### src/rtl/program_loader_pkg.sv
// program_loader_pkg: shared types and constants for the program loader.
//   state_e          FSM state encoding (CHECK only exists with LOADER_CHECKSUM_EN)
//   INSTRUCTION_SIZE instruction word width
//   BYTE_WIDTH       stream byte width
//   BYTES_PER_WORD   stream bytes assembled into one instruction word
// Build option: LOADER_CHECKSUM_EN adds the CHECK state.
package program_loader_pkg;

   localparam int INSTRUCTION_SIZE = 24;
   localparam int BYTE_WIDTH       = 8;
   localparam int BYTES_PER_WORD   = INSTRUCTION_SIZE / BYTE_WIDTH;

   typedef enum logic [2:0] {
      S_IDLE  = 3'd0,
      S_RECV  = 3'd1,
      S_WRITE = 3'd2,
`ifdef LOADER_CHECKSUM_EN
      S_CHECK = 3'd3,
`endif
      S_DONE  = 3'd4
   } state_e;

endpackage

### src/rtl/program_loader_if.sv
// program_loader_if: byte-stream input and instruction-memory write port.
//   s_valid/s_ready/s_data     byte stream, transfer on s_valid && s_ready
//   imem_we/imem_addr/imem_wdata instruction-memory write port
// Modports: slave = loader side, master = stream source / memory side.
interface program_loader_if #(
   parameter int IW = 24,
   parameter int BW = 8,
   parameter int AW = 16
) ();
   logic          s_valid;
   logic          s_ready;
   logic [BW-1:0] s_data;
   logic          imem_we;
   logic [AW-1:0] imem_addr;
   logic [IW-1:0] imem_wdata;

   modport slave  (input  s_valid, s_data,
                   output s_ready, imem_we, imem_addr, imem_wdata);
   modport master (output s_valid, s_data,
                   input  s_ready, imem_we, imem_addr, imem_wdata);
endinterface

### src/rtl/loader_byte_packer.sv
// loader_byte_packer: shifts stream bytes MSB-first into an instruction word.
//   clk, rst       clock, synchronous active-high reset
//   clear_i        restart byte counting (new load)
//   shift_i        accept byte_i this cycle
//   byte_i         stream byte
//   word_o         assembled word (registered)
//   word_valid_o   high in the cycle the last byte of a word is shifted in
module loader_byte_packer #(
   parameter int IW = 24,
   parameter int BW = 8
) (
   input  logic          clk,
   input  logic          rst,
   input  logic          clear_i,
   input  logic          shift_i,
   input  logic [BW-1:0] byte_i,
   output logic [IW-1:0] word_o,
   output logic          word_valid_o
);
   localparam int NB    = IW / BW;
   localparam int CNT_W = (NB > 1) ? $clog2(NB) : 1;

   logic [IW-1:0]    word_q, word_d;
   logic [CNT_W-1:0] cnt_q, cnt_d;
   logic             last;

   assign last = (cnt_q == CNT_W'(NB - 1));

   always_comb begin
      word_d = word_q;
      cnt_d  = cnt_q;
      if (clear_i) begin
         cnt_d = '0;
      end else if (shift_i) begin
         word_d = {word_q[IW-BW-1:0], byte_i};
         cnt_d  = last ? '0 : cnt_q + 1'b1;
      end
   end

   always_ff @(posedge clk) begin
      if (rst) begin
         word_q <= '0;
         cnt_q  <= '0;
      end else begin
         word_q <= word_d;
         cnt_q  <= cnt_d;
      end
   end

   assign word_o       = word_q;
   assign word_valid_o = shift_i && !clear_i && last;
endmodule

### src/rtl/program_loader.sv
// program_loader: loads word_count instructions from a byte stream into
// instruction memory while holding the processor in reset.
//   clk, rst     clock, synchronous active-high reset
//   start        pulse that begins a load (ignored while busy)
//   word_count   instructions to load, sampled on accepted start
//   bus          program_loader_if.slave (byte stream + imem write port)
//   cpu_rst      processor reset hold, released only in DONE
//   busy, done, chk_err  status
// Build option: LOADER_CHECKSUM_EN adds a trailing XOR checksum byte.
//
// state | meaning
// IDLE  | waiting for start after reset
// RECV  | accepting stream bytes of the current word
// WRITE | one-cycle imem write of the assembled word
// CHECK | accepting checksum byte (LOADER_CHECKSUM_EN only)
// DONE  | load finished, processor released, waiting for start
module program_loader
   import program_loader_pkg::*;
#(
   parameter int instructionSize = INSTRUCTION_SIZE,
   parameter int byteWidth       = BYTE_WIDTH,
   parameter int addrSize        = 16
) (
   input  logic                clk,
   input  logic                rst,
   input  logic                start,
   input  logic [addrSize-1:0] word_count,
   program_loader_if.slave     bus,
   output logic                cpu_rst,
   output logic                busy,
   output logic                done,
   output logic                chk_err
);
   state_e                 state_q;
   logic [addrSize-1:0]    count_q;
   logic [addrSize-1:0]    addr_q;
   logic [addrSize-1:0]    addr_next;
   logic                   s_ready_q, imem_we_q, busy_q, done_q, cpu_rst_q;
   logic                   xfer, accept_start, word_valid;
   logic [instructionSize-1:0] word;
`ifdef LOADER_CHECKSUM_EN
   logic [byteWidth-1:0]   acc_q;
   logic                   chk_err_q;
`endif

   assign xfer         = bus.s_valid && s_ready_q;
   assign accept_start = start && (state_q == S_IDLE || state_q == S_DONE);
   assign addr_next    = addr_q + 1'b1;

   // Checksum bytes also arrive via xfer, so only RECV feeds the packer.
   loader_byte_packer #(
      .IW (instructionSize),
      .BW (byteWidth)
   ) u_packer (
      .clk          (clk),
      .rst          (rst),
      .clear_i      (accept_start),
      .shift_i      (xfer && state_q == S_RECV),
      .byte_i       (bus.s_data),
      .word_o       (word),
      .word_valid_o (word_valid)
   );

   always_ff @(posedge clk) begin
      if (rst) begin
         state_q   <= S_IDLE;
         count_q   <= '0;
         addr_q    <= '0;
         s_ready_q <= 1'b0;
         imem_we_q <= 1'b0;
         busy_q    <= 1'b0;
         done_q    <= 1'b0;
         cpu_rst_q <= 1'b1;
`ifdef LOADER_CHECKSUM_EN
         acc_q     <= '0;
         chk_err_q <= 1'b0;
`endif
      end else begin
         imem_we_q <= 1'b0;
         case (state_q)
            S_IDLE, S_DONE: begin
               if (start) begin
                  count_q   <= word_count;
                  addr_q    <= '0;
                  done_q    <= 1'b0;
                  cpu_rst_q <= 1'b1;
                  busy_q    <= 1'b1;
                  s_ready_q <= 1'b1;
`ifdef LOADER_CHECKSUM_EN
                  acc_q     <= '0;
                  chk_err_q <= 1'b0;
`endif
                  if (word_count == '0) begin
`ifdef LOADER_CHECKSUM_EN
                     state_q   <= S_CHECK;
`else
                     state_q   <= S_DONE;
                     done_q    <= 1'b1;
                     busy_q    <= 1'b0;
                     cpu_rst_q <= 1'b0;
                     s_ready_q <= 1'b0;
`endif
                  end else begin
                     state_q <= S_RECV;
                  end
               end
            end
            S_RECV: begin
`ifdef LOADER_CHECKSUM_EN
               if (xfer) acc_q <= acc_q ^ bus.s_data;
`endif
               if (word_valid) begin
                  state_q   <= S_WRITE;
                  s_ready_q <= 1'b0;
                  imem_we_q <= 1'b1;
               end
            end
            S_WRITE: begin
               addr_q <= addr_next;
               if (addr_next == count_q) begin
`ifdef LOADER_CHECKSUM_EN
                  state_q   <= S_CHECK;
                  s_ready_q <= 1'b1;
`else
                  state_q   <= S_DONE;
                  busy_q    <= 1'b0;
                  done_q    <= 1'b1;
                  cpu_rst_q <= 1'b0;
`endif
               end else begin
                  state_q   <= S_RECV;
                  s_ready_q <= 1'b1;
               end
            end
`ifdef LOADER_CHECKSUM_EN
            S_CHECK: begin
               if (xfer) begin
                  chk_err_q <= |(acc_q ^ bus.s_data);
                  state_q   <= S_DONE;
                  s_ready_q <= 1'b0;
                  busy_q    <= 1'b0;
                  done_q    <= 1'b1;
                  cpu_rst_q <= 1'b0;
               end
            end
`endif
            default: begin
               state_q   <= S_IDLE;
               s_ready_q <= 1'b0;
               busy_q    <= 1'b0;
               done_q    <= 1'b0;
               cpu_rst_q <= 1'b1;
            end
         endcase
      end
   end

   assign bus.s_ready    = s_ready_q;
   assign bus.imem_we    = imem_we_q;
   assign bus.imem_addr  = addr_q;
   assign bus.imem_wdata = word;
   assign cpu_rst        = cpu_rst_q;
   assign busy           = busy_q;
   assign done           = done_q;
`ifdef LOADER_CHECKSUM_EN
   assign chk_err        = chk_err_q;
`else
   assign chk_err        = 1'b0;
`endif
endmodule

### src/flat_wrapper.sv
// flat-port wrapper written by rule: the top's interface ports become plain ports
module program_loader_flat import program_loader_pkg::*;
#(
   parameter int instructionSize = INSTRUCTION_SIZE,
   parameter int byteWidth       = BYTE_WIDTH,
   parameter int addrSize        = 16
)
  (clk, rst, start, word_count, cpu_rst, busy, done, chk_err, bus_s_valid, bus_s_data, bus_s_ready, bus_imem_we, bus_imem_addr, bus_imem_wdata);
  program_loader_if #(.IW(24), .BW(8), .AW(16)) bus_i ();
  input  logic clk;
  input  logic rst;
  input  logic start;
  input  logic [addrSize-1:0] word_count;
  output logic cpu_rst;
  output logic busy;
  output logic done;
  output logic chk_err;
  input wire logic [$bits(bus_i.s_valid)-1:0] bus_s_valid;
  input wire logic [$bits(bus_i.s_data)-1:0] bus_s_data;
  output wire logic [$bits(bus_i.s_ready)-1:0] bus_s_ready;
  output wire logic [$bits(bus_i.imem_we)-1:0] bus_imem_we;
  output wire logic [$bits(bus_i.imem_addr)-1:0] bus_imem_addr;
  output wire logic [$bits(bus_i.imem_wdata)-1:0] bus_imem_wdata;
  assign bus_i.s_valid = bus_s_valid;
  assign bus_i.s_data = bus_s_data;
  assign bus_s_ready = bus_i.s_ready;
  assign bus_imem_we = bus_i.imem_we;
  assign bus_imem_addr = bus_i.imem_addr;
  assign bus_imem_wdata = bus_i.imem_wdata;
  program_loader #(.instructionSize(instructionSize), .byteWidth(byteWidth), .addrSize(addrSize)) u_core (.clk(clk), .rst(rst), .start(start), .word_count(word_count), .bus(bus_i), .cpu_rst(cpu_rst), .busy(busy), .done(done), .chk_err(chk_err));
endmodule
### config.mk
export PLATFORM = sky130hd
export DESIGN_NAME = program_loader_flat
export DESIGN_NICKNAME = d
export VERILOG_FILES = /design/src/rtl/program_loader_pkg.sv /design/src/rtl/program_loader_if.sv /design/src/rtl/loader_byte_packer.sv /design/src/rtl/program_loader.sv /design/src/flat_wrapper.sv
export SDC_FILE = /design/constraint.sdc
export NUM_CORES = 1
export LEC_CHECK = 0
export CORE_ASPECT_RATIO = 0.5
export CORE_MARGIN = 3
export CORE_UTILIZATION = 28
export DETAILED_ROUTE_END_ITERATION = 10
export GPL_TIMING_DRIVEN = 0
export HOLD_SLACK_MARGIN = 0.12
export PLACE_DENSITY = 0.49
export SYNTH_ARGS = -nofsm -noshare
export SYNTH_HDL_FRONTEND = slang
export SYNTH_SLANG_ARGS = --single-unit
### constraint.sdc
create_clock -name clk -period 2.9 [get_ports clk]
set_input_delay 0.725 -clock clk [delete_from_list [all_inputs] [get_ports clk]]
set_output_delay 0.725 -clock clk [all_outputs]
set_load 0.005 [all_outputs]
==> results.tsv <==
metric	value	unit
crit path cell chain	ha_4 -> and3_1 -> nand2_1 -> nor3_4 -> xnor2_1 -> o221ai_1 -> or4_4 -> a311o_1	
Post-Syn Nets	438	
maximum vdd ir drop	0.000241	V
synthesis-to-finish area growth	39.9	%
Achievable Freq	363	MHz
first-pass GRT wire length	15.3	mm
Die X	155	µm
RSZ-0062 raised after global routing	false	
Die Area	0.0125	mm²
routed len/inst	14.9	µm
largest net degree at the start of global routing	13	
DRT antenna net count	0	
Seq pwr share	40.5	%
crit end category	register	
starting DRC count in detailed routing	98	
GRT Residual Overflow	0	
status	complete, no violations	
vias in the first global route	2922	
initial antenna violation count	0	
Synth Area per Inst	7.64	µm²
Crit Path Class	reg2reg	
layout cells sized above 1	5.84	%
Final TNS setup	0	ns
Area contributors post-synth	dfxtp_1 42%, nand2_1 12%, a21oi_1 10%, xnor2_1 4.5%, nor2_1 2.6%	
Critical Path RT	3.12	ns
Worst-Margin Slew	0.735	ns
Via-to-Cell Ratio	4.87	
fill count	1132	
Nets	521	
Mapped Cells	409	
CTS hold repair buffers	0	
Yosys top cell area share	42.3	%
residual DRC count	0	
Synth Warn #	0	
Worst EP arrival	2.98	ns
number of CTS-inserted buffers	9	
Slew headroom	51.0	%
Max stage delay cell, worst path	or4_4	
cell taking the most area after synthesis	dfxtp_1	
core box area	0.0105	mm²
clock transition at the registers of the reported paths	0.06	ns
Total GRT Usage	15.7	%
asr flop ratio synth	0	%
Worst path max stage delay	0.57	ns
Final Core Density	41.5	%
Worst Min Path Start	u_core.u_packer.word_o[23]$_SDFFE_PP0N_	
Yosys reg bits	66	
pwr dens	537	mW/mm²
Placer Congestion	0.789	
Final HPWL DP	7.00	mm
MaxCap Viol Count	0	
IO Pins	74	
power share of the clock group	50.9	%
fin crit share	95.0	%
row count	26	
Leak	1.49	nW
final WL	9.49	mm
top_reg_cell synth	dfxtp_1	
R2R Path Start	u_core.bus.imem_addr[1]$_SDFFE_PP0P_	
sequential area share after synthesis	42.3	%
DR pass1 iterations	4	
Tightest Hold Check Type	reg2reg	
Mapped Area	0.00312	mm²
# H-tree levels	3	
worst setup path start	u_core.bus.imem_addr[1]$_SDFFE_PP0P_	
Buffers on Ports	71	
final setup fails	0	
latest clock arrival within the worst-skew pair	0.34	ns
Final Hold Fails	0	
Root Driver	clkbuf_16	
clock sink count	66	
Psw	549	µW
DIE HEIGHT	80.7	µm
Post-synth EDFFs	0	
final clock skew	0.00471	ns
Comb pwr share	8.7	%
Bufs and invs on worst path	0	
Max clock buf depth	2	
Sw Share	23.4	%
library cells used by synthesis	47	
DR vias	3104	
Worst setup SP type	register	
Internal	1.80	mW
delay-heaviest family, CP	simple AND/OR/NAND/NOR gates	
Post-synth top cells	98 x nand2_1, 66 x dfxtp_1, 64 x a21oi_1	
most common cell in the netlist	nand2_1	
Starting Density	29.6	%
diode count	0	
CP Max Fanout	7	
fin crit period	2.76	ns
TritonCTS clock tree	yes	
Slew Viols, Final	0	
## logic make-up (layout without fill, tap and decap cells)
family	Yosys count	count (layout)	synth area share, %
simple gates	185	185	27.6
buf+inv	28	116	3.64
xor+xnor	23	23	6.45
fa+ha+maj	1	1	0.400
mux	1	1	0.360
compound gates	104	104	19.1
flops	66	66	42.3
other cells	1	1	0.120
## state kept, by name, summed over array words and instances (netlist names)
name                    cells
u_core.cpu_rst              1
u_core.bus.s_ready          1
u_core.u_packer.word_o     24
u_core.done                 1
u_core.bus.imem_we          1
u_core.busy                 1
u_core.state_q              3
u_core.u_packer.cnt_q       2
u_core.bus.imem_addr       16
u_core.count_q             16
## tightest hold or removal path, delay by kind of cell, from the launching register on
family          cells  cell delay (ns)
simple gates        1             0.05
flops               1             0.30
compound gates      1             0.05
## repair_timing
item	CTS	global route
hold endpoints to repair	0	0
buffers inserted	0	1
gates resized for setup	2	3
setup endpoints to repair	1	2
pin swaps	0	1
## cell type report
type | instances | area (µm²) | share of cell area (%)
plain buffers | 25 | 103 | 2.35
clock buffers | 10 | 239 | 5.47
clock inverters | 6 | 90.1 | 2.06
inverters | 3 | 11.3 | 0.258
multi-input cells | 315 | 1710 | 39.2
flip-flops and latches | 66 | 1320 | 30.3
well taps | 140 | 175 | 4.01
repair buffers | 72 | 718 | 16.4
## power by group through the flow
stage | Combinational, mW | Clock [mW] | Sequential (mW)
after floorplan | 0.113 | 0 | 0.966
after global placement | 0.204 | 0 | 0.970
after detailed placement | 0.204 | 0 | 0.971
after CTS | 0.205 | 1.23 | 0.951
after global routing | 0.226 | 1.26 | 0.954
final | 0.203 | 1.19 | 0.950
## path summary, 6_finish.rpt
path | end | slack, ns | cells after the start
min | u_core.u_packer.word_o[23]$_SDFFE_PP0N_ | 0.45 | 2
max reg2reg | u_core.cpu_rst$_SDFFE_PP1P_ | 0.14 | 8
max | u_core.cpu_rst$_SDFFE_PP1P_ | 0.14 | 8
min reg2reg | u_core.u_packer.word_o[23]$_SDFFE_PP0N_ | 0.45 | 2
## per-layer routing
metal	global-route usage [%]	vias up	wire length [µm]
met4	4.63	0	105
met1	21.3	1443	4770
met3	4.90	10	443
li1	-	1601	-
met5	0	-	0
met2	23.8	50	4170
## cell usage in the layout, fill, tap and decap left out, types with 5 or more instances in the layout
cell,n
xnor2_1,16
nand3_1,9
clkbuf_16,9
clkbuf_1,18
nand2_1,98
nor3_1,9
or3_1,5
and3_1,6
dfxtp_1,65
nor4_1,9
xor2_1,7
a21oi_1,64
clkdlybuf4s50_1,71
nor2_1,22
o21ai_0,14
## stage by stage
stage / setup WS [ns] / hold slack, ns / total power, mW / instances / area [µm²]
detailed placement: -0.135 / 0.450 / 1.17 / 620 / 4010
global placement: -0.125 / 0.443 / 1.17 / 620 / 4010
CTS: 0.0212 / 0.458 / 2.38 / 636 / 4350
floorplan: 0.327 / 0.448 / 1.08 / 409 / 3120
global route: 0.0134 / 0.472 / 2.44 / 637 / 4370
finish: 0.144 / 0.454 / 2.35 / 637 / 4370
(Power assumes the default switching activity.)
